File: src/rtl/generador_letra.sv
// generador_letra: "GRUPO 11" 8x16 text overlay, registered RGB; GEN_LETRA_BG_EN fills the box with ~rgbswitches
module generador_letra #(
  parameter int X0 = 296,
  parameter int Y0 = 232,
  parameter int NCHAR = 8
) (
  input  logic       clk,
  input  logic       reset,
  input  logic       video_on,
  input  logic [2:0] rgbswitches,
  input  logic [9:0] pixelx,
  input  logic [9:0] pixely,
  output logic [2:0] rgbtext
);
  localparam logic [9:0] XL = 10'(X0);
  localparam logic [9:0] XH = 10'(X0 + 8 * NCHAR);
  localparam logic [9:0] YL = 10'(Y0);
  localparam logic [9:0] YH = 10'(Y0 + 16);
  // CP437 glyphs, row 0 in the top byte
  localparam logic [127:0] F_G = 128'h00003C66C2C0C0DEC6C6663A00000000;
  localparam logic [127:0] F_R = 128'h0000FC6666667C6C666666E600000000;
  localparam logic [127:0] F_U = 128'h0000C6C6C6C6C6C6C6C6C67C00000000;
  localparam logic [127:0] F_P = 128'h0000FC6666667C60606060F000000000;
  localparam logic [127:0] F_O = 128'h00007CC6C6C6C6C6C6C6C67C00000000;
  localparam logic [127:0] F_1 = 128'h00001838781818181818187E00000000;
  logic         win;
  logic [5:0]   dx;
  logic [3:0]   r;
  logic [127:0] glyph;
  logic [7:0]   row;
  logic         gbit;
  logic [2:0]   nxt;
  assign win = pixelx >= XL && pixelx < XH && pixely >= YL && pixely < YH;
  assign dx = 6'(pixelx - XL);
  assign r = 4'(pixely - YL);
  assign glyph = (dx[5:3] == 3'd0) ? F_G :
                 (dx[5:3] == 3'd1) ? F_R :
                 (dx[5:3] == 3'd2) ? F_U :
                 (dx[5:3] == 3'd3) ? F_P :
                 (dx[5:3] == 3'd4) ? F_O :
                 (dx[5:3] == 3'd5) ? 128'h0 : F_1;
  assign row = glyph[{~r, 3'b000} +: 8];
  assign gbit = row[~dx[2:0]];
`ifdef GEN_LETRA_BG_EN
  assign nxt = (!video_on || !win) ? 3'b000 : gbit ? rgbswitches : ~rgbswitches;
`else
  assign nxt = (video_on && win && gbit) ? rgbswitches : 3'b000;
`endif
  always_ff @(posedge clk or posedge reset)
    if (reset) rgbtext <= 3'b000;
    else rgbtext <= nxt;
endmodule

File: config.mk
export PLATFORM = sky130hd
export DESIGN_NAME = generador_letra
export DESIGN_NICKNAME = d
export VERILOG_FILES = /design/src/rtl/generador_letra.sv
export SDC_FILE = /design/constraint.sdc
export NUM_CORES = 1
export LEC_CHECK = 0
export CAP_MARGIN = 20
export CORE_AREA = 2 2 50 52
export DETAILED_ROUTE_END_ITERATION = 12
export DIE_AREA = 0 0 52 54
export MAX_ROUTING_LAYER = met4
export PLACE_DENSITY = 0.74
export SLEW_MARGIN = 20
export SYNTH_ARGS = -nofsm -noshare
export SYNTH_HDL_FRONTEND = slang
export SYNTH_SLANG_ARGS = --single-unit
File: constraint.sdc
create_clock -name clk -period 0.8 [get_ports clk]
set_input_delay 0.08 -clock clk [delete_from_list [all_inputs] [get_ports clk]]
set_output_delay 0.08 -clock clk [all_outputs]
set_load 0.01 [all_outputs]
==> impl_metrics.env <==
export IMPL_cap_violations=0
export IMPL_drtPass1Iterations=5
export IMPL_drt_initial_drc_count=99
export IMPL_criticalPathCategory="input pin to flop"
export IMPL_grt_pass1_vias=1549
export IMPL_swShare_pct=41.9
export IMPL_synth_top_cell_area_share_pct=10.3
export IMPL_synth_area_um2=976
export IMPL_async_flop_share_pct=100
export IMPL_netlist_top_cells_count="13 x a21oi_1, 12 x nor2_1, 11 x nand2_1, 11 x o21ai_0, 8 x ha_1"
export IMPL_hp_class="input pin to async pin"
export IMPL_cts_buffer_depth=2
export IMPL_whs_ps=9.77
export IMPL_status="finished, violations left"
export IMPL_synth_ff_type="dfrtp_1"
export IMPL_cts_tree="built"
export IMPL_design_area_mm2=0.00188
export IMPL_reg_largest_list="rgbtext (3)"
export IMPL_die_w_um=52
export IMPL_rsz0062_at_grt="true"
export IMPL_layout_min_cycle_time_ps=1820
export IMPL_ff_latch_area_um2=75.1
export IMPL_root_buffer="clkbuf_4"
export IMPL_avgSynthCellArea_um2=6.97
export IMPL_seq_power_share_pct=9.9
export IMPL_viasPerCell=6.29
export IMPL_critPathArrivalTime_ps=1990
export IMPL_syn_nets=174
export IMPL_nFillCells=146
export IMPL_regMostFlops="rgbtext"
export IMPL_timing_hold_violations_final=0
export IMPL_layout_nets=244
export IMPL_yosysSeqAreaShare_pct=7.69
export IMPL_place_congestion=0.964
export IMPL_fmax_mhz=551
export IMPL_worstMarginPinSlew_ps=439
export IMPL_place_hpwl_mm=3.13
export IMPL_synth_largest_area_cell="ha_1"
export IMPL_post_route_util_pct=80.9
export IMPL_multi_input_area_mm2=0.00104
export IMPL_dpl_cell_area_mm2=0.00159
export IMPL_syn_to_final_growth_pct=92.2
export IMPL_cpPeakStageDelay_ps=390
export IMPL_ant_nets=0
export IMPL_synth_warning_count=0
export IMPL_end_kind="flop"
export IMPL_vdd_drop_max_mv=0.628
export IMPL_period_share_pct=227
export IMPL_power_internal_uw=898
export IMPL_core_mm2=0.00232
export IMPL_path_cells="buf_8 > inv_6 > ha_4 > xor2_4 > nand3_2 > mux2i_1 > nand2_1 > a311o_1 > o22ai_2 > and3_1"
export IMPL_track_usage_pct=35.9
export IMPL_worstPathRequired_ps=980
export IMPL_power_per_cell_area_mw_per_mm2=824
export IMPL_crit_fanout=6
export IMPL_grt_overflow=0
export IMPL_dieArea_mm2=0.00281
export IMPL_antenna_cells=0
export IMPL_synth_distinct_cells=51
export IMPL_clk_pin_slew_ps=40
export IMPL_wl_per_cell_um=20.1
export IMPL_violations="negative setup slack"
export IMPL_finalMaxSlewViolations=0
export IMPL_cts_htree_levels=1
export IMPL_grt_max_degree=15
export IMPL_wl_mm=4.82
export IMPL_clock_sinks=3
export IMPL_max_slew_margin_rel_pct=70.6
export IMPL_syn_inst=140
export IMPL_port_buffers=28
export IMPL_power_switching_uw=647
export IMPL_cts_buffers=3
export IMPL_worst_path_buf_inv=2
export IMPL_startpoint_type="input pin"
export IMPL_start_util_pct=42.1
export IMPL_p_leak_uw=0.000767
export IMPL_grt_pass1_wl_mm=7.11
export IMPL_power_uw=1540
export IMPL_synth_seq_cells=3
export IMPL_drc=0
export IMPL_yosysMostFrequentCell="a21oi_1"
export IMPL_synthTopCellsByArea="ha_1 10%, dfrtp_1 7.7%, a21oi_1 6.7%, o21ai_0 5.6%, nor2_1 4.6%"
export IMPL_comb_power_share_pct=71.4
export IMPL_synth_edff_count=0
export IMPL_die_h_um=54
export IMPL_num_vias=1503
export IMPL_antenna_found_initial=0
export IMPL_cp_top_family="compound AO/OA/AOI/OAI gates"
export IMPL_setup_viol=6
export IMPL_layout_drive_gt1_share_pct=44.0
export IMPL_hold_buffers=0
export IMPL_largest_register_ffs=3
export IMPL_num_rows=18
export IMPL_setup_slack_ps=-1020
export IMPL_clockPowerShare_pct=18.7
export IMPL_pin_count=29
export IMPL_cp_slowest_cell="a311o_1"
[per-stage QoR]
step                      cells  setup WS (ps)  setup TNS (ps)
after global placement      232          -1690           -5420
after detailed placement    232          -1740           -5540
after CTS                   239           -925           -2780
after global routing        239          -1060           -3240
after floorplan             140           -980           -2940
final                       239          -1020           -3060
[logic make-up after synthesis]
group,synth area share (%)
xor gates and xnor gates,5.39
muxes,4.23
DFF,7.69
adders and majority gates,10.3
buffers and inverters,8.21
and+or+nand+nor,27.3
AOI/OAI and AO/OA,36.9
[placed cells by master, fill, tap and decap left out, drive strengths merged, types with 4 or more instances in the layout]
| cell | netlist | final |
|---|---|---|
| ha | 8 | 8 |
| nand2 | 11 | 11 |
| a2111oi | 4 | 4 |
| clkbuf | 2 | 4 |
| buf | 8 | 53 |
| a21oi | 14 | 14 |
| clkdlybuf4s50 | 0 | 19 |
| o21ai | 15 | 15 |
| nor2 | 13 | 13 |
| nand3 | 7 | 7 |
| inv | 6 | 6 |
[layout make-up]
type,count,area share (%)
tap,30,2.00
sequential,3,4.00
clock buffer,4,1.40
timing repair buffer,75,35.3
inverter,6,1.73
multi-input combinational,121,55.6
[layer usage]
| metal | GRT usage [%] | vias to the layer above | part of all wire, % |
|---|---|---|---|
| met2 | 63.7 | 98 | 50 |
| met3 | 4.44 | 45 | 7.0 |
| met1 | 37.0 | 692 | 36 |
| met4 | 25.0 | 0 | 7.2 |
| li1 | - | 668 | - |
| met5 | - | - | 0 |
[power by group through the flow]
stage	logic, uW	clock network (uW)	registers [uW]
final	1100	289	153
after global routing	1150	314	152
after global placement	826	0	155
after floorplan	413	0	155
after detailed placement	835	0	155
after CTS	996	290	153
[repair_timing]
action | in CTS | in global routing
pin swaps | 17 | 9
cloned | 1 | 0
gates resized for setup | 71 | 15
buffers inserted | 2 | 0
setup endpoints to repair | 6 | 6
[worst paths after layout]
check                               start                    to  cells after the start
worst max-delay path            pixelx[4]  rgbtext[1]$_DFF_PP0_                     10
worst min-delay path                reset  rgbtext[0]$_DFF_PP0_                      2
max in group asynchronous           reset  rgbtext[2]$_DFF_PP0_                      2
min in group clk           rgbswitches[2]  rgbtext[2]$_DFF_PP0_                      2
(Power assumes the default switching activity.)
